File: config.mk
export PLATFORM = sky130hd
export DESIGN_NAME = store_merge_unit
export DESIGN_NICKNAME = d
export VERILOG_FILES = /design/src/rtl/store_merge_unit.sv
export SDC_FILE = /design/constraint.sdc
export NUM_CORES = 1
export LEC_CHECK = 0
export CAP_MARGIN = 15
export CORE_MARGIN = 1
export CORE_UTILIZATION = 40
export CTS_CLUSTER_SIZE = 25
export DETAILED_ROUTE_END_ITERATION = 12
export PLACE_DENSITY = 0.74
export SYNTH_ARGS = -nofsm -noshare
export SYNTH_HDL_FRONTEND = slang
export SYNTH_SLANG_ARGS = --single-unit
File: constraint.sdc
create_clock -name clk -period 7.05 [get_ports clk]
set_input_delay 1.41 -clock clk [delete_from_list [all_inputs] [get_ports clk]]
set_output_delay 1.41 -clock clk [all_outputs]
set_load 0.01 [all_outputs]
File: src/rtl/store_merge_unit.sv
// Store path to the unified memory: SB/SH use read-modify-write, SW writes directly.
// Optional macro STORE_MERGE_STATS_EN adds completed-store and fault counters.
module store_merge_unit #(
  parameter int unsigned MEM_SIZE = 1024
) (
  input  logic        clk,
  input  logic        reset,
  input  logic        req_valid,
  output logic        req_ready,
  input  logic [31:0] req_addr,
  input  logic [31:0] req_data,
  input  logic [2:0]  req_funct3,
  output logic [31:0] mem_addr,
  output logic [31:0] mem_wdata,
  output logic        mem_we,
  input  logic [31:0] mem_rdata,
`ifdef STORE_MERGE_STATS_EN
  output logic [31:0] stat_stores,
  output logic [31:0] stat_faults,
`endif
  output logic        done,
  output logic        fault
);

  typedef enum logic [1:0] {StIdle, StRead, StWrite, StDone} state_e;

  localparam logic [2:0] F3Sb = 3'b000;
  localparam logic [2:0] F3Sh = 3'b001;
  localparam logic [2:0] F3Sw = 3'b010;

  state_e      state_q, state_d;
  logic [1:0]  off_q, off_d;
  logic [15:0] data_q, data_d;
  logic        half_q, half_d;
  logic        fault_q, fault_d;
  logic [31:0] mem_addr_q, mem_addr_d;
  logic [31:0] mem_wdata_q, mem_wdata_d;

  logic [2:0]  req_size;
  logic        bad_funct3;
  logic        misaligned;
  logic [32:0] last_byte;
  logic        req_fault;
  logic [31:0] merged;

  // Fault check on the incoming request; 33-bit sum so wrap past 0xFFFFFFFF still faults.
  always_comb begin
    req_size   = 3'd1;
    bad_funct3 = 1'b0;
    misaligned = 1'b0;
    case (req_funct3)
      F3Sb: req_size = 3'd1;
      F3Sh: begin
        req_size   = 3'd2;
        misaligned = req_addr[0];
      end
      F3Sw: begin
        req_size   = 3'd4;
        misaligned = (req_addr[1:0] != 2'b00);
      end
      default: bad_funct3 = 1'b1;
    endcase
    last_byte = {1'b0, req_addr} + {30'b0, req_size} - 33'd1;
    req_fault = bad_funct3 | misaligned | (last_byte >= 33'(MEM_SIZE));
  end

  always_comb begin
    merged = mem_rdata;
    if (half_q) begin
      if (off_q[1]) merged[31:16] = data_q;
      else          merged[15:0]  = data_q;
    end else begin
      merged[{off_q, 3'b000} +: 8] = data_q[7:0];
    end
  end

  always_comb begin
    state_d     = state_q;
    off_d       = off_q;
    data_d      = data_q;
    half_d      = half_q;
    fault_d     = fault_q;
    mem_addr_d  = mem_addr_q;
    mem_wdata_d = mem_wdata_q;
    unique case (state_q)
      StIdle: begin
        if (req_valid) begin
          off_d   = req_addr[1:0];
          data_d  = req_data[15:0];
          half_d  = (req_funct3 == F3Sh);
          fault_d = req_fault;
          if (req_fault) begin
            state_d = StDone;
          end else begin
            mem_addr_d = {req_addr[31:2], 2'b00};
            if (req_funct3 == F3Sw) begin
              mem_wdata_d = req_data;
              state_d     = StWrite;
            end else begin
              state_d = StRead;
            end
          end
        end
      end
      StRead: begin
        mem_wdata_d = merged;
        state_d     = StWrite;
      end
      StWrite: state_d = StDone;
      StDone:  state_d = StIdle;
      default: state_d = StIdle;
    endcase
  end

  always_ff @(posedge clk) begin
    if (reset) begin
      state_q     <= StIdle;
      off_q       <= 2'b00;
      data_q      <= 16'h0;
      half_q      <= 1'b0;
      fault_q     <= 1'b0;
      mem_addr_q  <= 32'h0;
      mem_wdata_q <= 32'h0;
    end else begin
      state_q     <= state_d;
      off_q       <= off_d;
      data_q      <= data_d;
      half_q      <= half_d;
      fault_q     <= fault_d;
      mem_addr_q  <= mem_addr_d;
      mem_wdata_q <= mem_wdata_d;
    end
  end

  // Reset gates the write and the done pulse so an interrupted store leaves no trace.
  assign req_ready = (state_q == StIdle);
  assign mem_addr  = mem_addr_q;
  assign mem_wdata = mem_wdata_q;
  assign mem_we    = (state_q == StWrite) & ~reset;
  assign done      = (state_q == StDone) & ~reset;
  assign fault     = done & fault_q;

`ifdef STORE_MERGE_STATS_EN
  logic [31:0] stat_stores_q, stat_faults_q;

  always_ff @(posedge clk) begin
    if (reset) begin
      stat_stores_q <= 32'h0;
      stat_faults_q <= 32'h0;
    end else if (state_q == StDone) begin
      if (fault_q) stat_faults_q <= stat_faults_q + 32'd1;
      else         stat_stores_q <= stat_stores_q + 32'd1;
    end
  end

  assign stat_stores = stat_stores_q;
  assign stat_faults = stat_faults_q;
`endif

endmodule
**Yosys cells after proc, flatten, opt, wreduce, memory -nomap -nowiden**

Cells that the tools add are included.

- Bits in writable memories: 0
- Output and inout port bits: 68
- Flip-flop bits (word level): 84
- Bits in read-only memories: 0
- Bits of input ports: 102
- Bits in latches: 0
- Memories kept: 0

- Order comparisons: 1
- Equality and inequality tests: 8
- Divide/modulo/power cells: 0
- $mul: 0
- Bitwise operators: 7
- Mux-type cells: 15
- $add $sub $neg: 3
- Reductions and logical operators: 8
- Shift-type cells: 2

Operators with widths:

| operator | count |
|---|---|
| 2-to-1 mux 32 bit | 4 |
| case mux 32 bit (2 select lines) | 1 |
| adder 32 x 3 -> 33 bit | 1 |
| greater-or-equal comparator 33 x 11 -> 1 bit, second input constant | 1 |
| subtractor 33 x 1 -> 33 bit, second input constant | 1 |
| bitwise mux 32 bit | 1 |
| 2-to-1 mux 16 bit | 2 |
| variable shift 8 x 7 -> 32 bit, first input constant | 1 |
| indexed part select 8 x 7 -> 32 bit | 1 |
| case mux 2 bit (4 select lines) | 1 |
| negation 5 -> 7 bit | 1 |
| 2-to-1 mux 2 bit | 3 |
| case mux 3 bit (2 select lines) | 1 |
| == test 2 bit, second input constant | 2 |
| != test 2 bit, second input constant | 2 |
| AND reduction 4 bit | 1 |
| nonzero test 2 bit | 2 |
| AND 1 bit | 3 |
| == test 3 x 1 -> 1 bit, second input constant | 1 |
| == test 3 x 2 -> 1 bit, second input constant | 1 |
| zero test 3 bit | 1 |
| AND reduction 3 bit | 1 |
| OR reduction 3 bit | 1 |
| == test 2 x 1 -> 1 bit, second input constant | 1 |
| 7 further kinds | 9 |

**Logic depth before layout (Yosys ltp)**

- Word-level depth: 9
- Gate-level depth with buffers: 19

**Worst setup path before layout**

OpenSTA, ideal clock, no wires.

- Kind: in2reg
- From: in req_funct3[2]
- To: reg mem_wdata_q[10] (netlist: mem_wdata[10])
- Library setup time: 0.140 ns
- Setup slack: 1.651 ns
- Stages: 16
- Data arrival time: 5.259 ns
- Data required time: 6.910 ns
- Cells stage by stage: or3b_2 > clkbuf_1 > ha_1 > inv_1 > ha_1 > a211oi_1 > o31ai_1 > a21oi_1 > nor4_1 > or4_1 > nor4_2 > nand4_2 > nor4_4 > buf_2 > o21ai_0 > nor3b_2

- Cells in the longest elaborated chain, start to end: 8

Ends and longest elaborated chain:

| what | line | RTL |
|---|---|---|
| from (decl) | 12 | `input logic [2:0] req_funct3,` |
| == test 3 x 2 -> 1 bit or == test 3 x 1 -> 1 bit (tied branches) | 51, 96 |  |
| case mux 3 bit (2 select lines) | 51 | `case (req_funct3)` |
| adder 32 x 3 -> 33 bit | 63 | `last_byte = {1'b0, req_addr} + {30'b0, req_size} - 33'd1;` |
| subtractor 33 x 1 -> 33 bit | 63 |  |
| greater-or-equal comparator 33 x 11 -> 1 bit | 64 | `req_fault = bad_funct3 \| misaligned \| (last_byte >= 33'(MEM_SIZE));` |
| OR 1 bit | 64 |  |
| != test 2 bit (no line) | - |  |
| AND reduction 4 bit (no line) (*) | - |  |
| to (signal assigned) | 131 | `mem_wdata_q <= mem_wdata_d;` |
| to (decl) | 37 | `logic [31:0] mem_wdata_q, mem_wdata_d;` |

Mark *: on every way between the ends. The rest lies on a longest branch, timed or not.
A chain may end at the register's enable or synchronous reset.

**Worst setup path in the final report**

- From: in req_funct3[1]
- To: reg mem_wdata_q[29] (netlist: mem_wdata[29])

The elaborated chain is that of the path after synthesis.

==> results.sh <==
export IMPL_syn_area_mm2=0.006695
export IMPL_antenna_found_initial=0
export IMPL_synth_xor_area_share_pct=1.177
export IMPL_syn_to_final_growth_pct=31.10
export IMPL_syn_instance_count=868
export IMPL_post_route_cell_area_mm2=0.008777
export IMPL_layout_cells_non_filler=1211
export IMPL_power_density_mw_per_mm2=213.1
export IMPL_cts_root_buffer_cell="clkbuf_16"
export IMPL_drv_cap=0
export IMPL_async_flop_share_pct=0
export IMPL_min_path_cells=2
export IMPL_worst_slew_pin_transition_ps=1147
export IMPL_die_w_um=131.4
export IMPL_die_h_um=131.4
export IMPL_critPathCaptureType="flop"
export IMPL_crit_type="in -> reg"
export IMPL_grt_overflow=0
export IMPL_maxSlewViolCount=0
export IMPL_skew_ps=8.945
export IMPL_ir_drop_uv=121.7
export IMPL_final_antenna_net_count=0
export IMPL_grt_pass1_wl_mm=33.34
export IMPL_first_pass_iters=5
export IMPL_fp_row_count=46
export IMPL_synthSimpleGateAreaFrac_pct=19.32
export IMPL_fin_tns_setup_ps=0
export IMPL_wl_per_cell_um=17.18
export IMPL_postPlaceCellArea_mm2=0.008443
export IMPL_dp_hpwl_mm=15.29
export IMPL_fmax_ghz=0.1663
export IMPL_critPathArrivalTime_ps=6230
export IMPL_cts_tree="yes"
export IMPL_setup_violations=0
export IMPL_cts_max_path_buffers=2
export IMPL_yosysWarnings=0
export IMPL_p_sw_uw=704.7
export IMPL_port_buffers=167
export IMPL_cts_sinks=84
export IMPL_start_util_pct=41.55
export IMPL_ys_seq_area_share_pct=25.12
export IMPL_leakagePower_nw=3.239
export IMPL_holdWs_ps=463.6
export IMPL_cts_hold_buffers=0
export IMPL_syn_area_per_cell_um2=7.713
export IMPL_status="completed"
export IMPL_h_tree_depth=3
export IMPL_ys_ff_latch=84
export IMPL_dp_cells=1194
export IMPL_wl_mm=20.80
export IMPL_vias=7021
export IMPL_min_period_ps=6014
export IMPL_drive_above_1_share_pct=5.226
export IMPL_drc_errors=0
export IMPL_path_max_fanout=64
export IMPL_grt_setup_unrepaired="false"
export IMPL_cts_buffers=9
export IMPL_required_ps=7260
export IMPL_clk_pin_slew_worst_paths_ps=70
export IMPL_core_mm2=0.01612
export IMPL_post_cts_buffers=0
export IMPL_worstRegToRegCells=8
export IMPL_gp_congestion=0.9292
export IMPL_pwr_share_comb_pct=41.8
export IMPL_clock_latency_ps=360
export IMPL_synthDistinctLibCells=66
export IMPL_die_area_mm2=0.01726
export IMPL_nets=1136
export IMPL_io_pins=170
export IMPL_grt_pass1_vias=6311
export IMPL_start_kind="primary input"
export IMPL_most_common_layout_cells="clkdlybuf4s50_1, dfxtp_1, a21oi_1, nor2_1, nand2_1"
export IMPL_grt_usage_pct=23.80
export IMPL_clockPowerShare_pct=26.9
export IMPL_grt_max_degree=80
export IMPL_p_seq_share_pct=31.3
export IMPL_muxShareOfSynthArea_pct=10.33
export IMPL_viasPerCell=5.798
export IMPL_final_hold_violation_count=0
export IMPL_ys_flop_type="dfxtp_1"
export IMPL_period_share_pct=85.30
export IMPL_swShare_pct=37.67
export IMPL_cts_resized=0
export IMPL_final_common_cell="clkdlybuf4s50_1"
export IMPL_hp_class="reg -> reg"
export IMPL_synth_fa_ha_area_share_pct=8.335
export IMPL_synth_compound_area_share_pct=27.53
export IMPL_internal_power_mw=1.166
export IMPL_drt_initial_drc_count=543
export IMPL_synth_edff_count=0
export IMPL_antenna_cells=0
export IMPL_relSlewSlack_pct=23.41
export IMPL_synth_top_family_by_area="compound AO/OA/AOI/OAI gates"
final timing paths:
check	from	end	slack, ps
setup reg to reg	off_q[1]$_SDFFE_PP0P_	mem_wdata[15]$_SDFFE_PP0P_	3690
hold reg to reg	mem_wdata[22]$_SDFFE_PP0P_	mem_wdata[22]$_SDFFE_PP0P_	460
setup / recovery	req_funct3[1]	mem_wdata[29]$_SDFFE_PP0P_	1040
hold / removal	mem_wdata[22]$_SDFFE_PP0P_	mem_wdata[22]$_SDFFE_PP0P_	460
sequential cells by signal (all words and copies together) (netlist names):
name       cells
mem_wdata     32
mem_addr      30
data_q        16
off_q          2
state_q        2
fault_q        1
half_q         1
worst max-delay path, stage by stage:
cell and delay [ps]:
clkdlybuf4s50_1 520, or3b_2 550, ha_1 360, inv_1 50, ha_1 270, a211oi_1 90
o31ai_1 570, a21oi_1 160, nor4b_1 610, o21ai_0 230, a21boi_0 320, o221ai_1 230
nor4_4 220, buf_12 290, o21ai_0 150, nor3b_2 180
synthesized netlist by cell type, drive strengths merged, types with 4 or more instances:
| cell | n | area share (%) |
|---|---|---|
| clkbuf | 41 | 2.3 |
| buf | 22 | 1.8 |
| a21oi | 82 | 6.1 |
| or4 | 5 | 0.56 |
| o41ai | 17 | 2.2 |
| o2111ai | 4 | 0.52 |
| nor2 | 78 | 4.4 |
| nor3b | 17 | 3.1 |
| ha | 43 | 8.0 |
| o22ai | 4 | 0.37 |
| a221oi | 19 | 2.5 |
| o21a | 10 | 1.1 |
| a22oi | 16 | 1.8 |
| nand2 | 73 | 4.1 |
| nor2b | 7 | 0.65 |
| nor3 | 21 | 1.6 |
| nor4 | 9 | 1.4 |
| o211ai | 6 | 0.67 |
| xor2 | 4 | 0.52 |
| o21ai | 55 | 4.1 |
| mux2i | 68 | 10 |
| a31oi | 5 | 0.56 |
| nand3 | 8 | 0.60 |
| a211oi | 20 | 2.2 |
| a21o | 6 | 0.67 |
| o21bai | 5 | 0.56 |
| inv | 70 | 3.9 |
| nand4 | 10 | 1.0 |
| dfxtp | 84 | 25 |
| xnor2 | 5 | 0.65 |
per-layer routing:
metal,global-route usage (%),wire length [um]
met1,31.84,9114
met2,37.83,9529
met3,4.823,1657
met4,8.204,498
met5,0,0
cell families (layout without fill, tap and decap cells):
group                    after synthesis  after routing
AO/OA/AOI/OAI                        280            280
AND/OR/NAND/NOR                      246            246
buffers and inverters                135            261
flip-flops                            84             84
multiplexers                          69             69
adder cells (fa/ha/maj)               44             44
XOR/XNOR                               9              9
other                                  1              2
layout make-up:
cell class / instances / area [um2]
inverter: 72 / 270.3
clock inverter: 7 / 81.33
tap: 216 / 270.3
multi-input combinational: 650 / 4489
clock buffer: 9 / 225.2
sequential: 84 / 1682
timing repair buffer: 173 / 1759
fill: 1545 / 7338
per-stage QoR:
stage / worst slack [ps] / util (%) / total power [mW]
6_report: 1036 / 54.46 / 1.871
5_1_grt: 590.0 / 54.46 / 1.974
4_1_cts: 1053 / 54.29 / 1.873
3_5_place_dp: 688.2 / 52.39 / 1.366
3_3_place_gp: 816.5 / 52.39 / 1.360
2_1_floorplan: 1651 / - / 1.085
power groups by stage:
stage	sequential, mW	clock, mW	combinational, mW
2_1_floorplan	0.594	0	0.491
3_3_place_gp	0.597	0	0.763
3_5_place_dp	0.598	0	0.768
4_1_cts	0.587	0.512	0.773
5_1_grt	0.593	0.531	0.850
6_report	0.586	0.503	0.781
(Power assumes the default switching activity.)
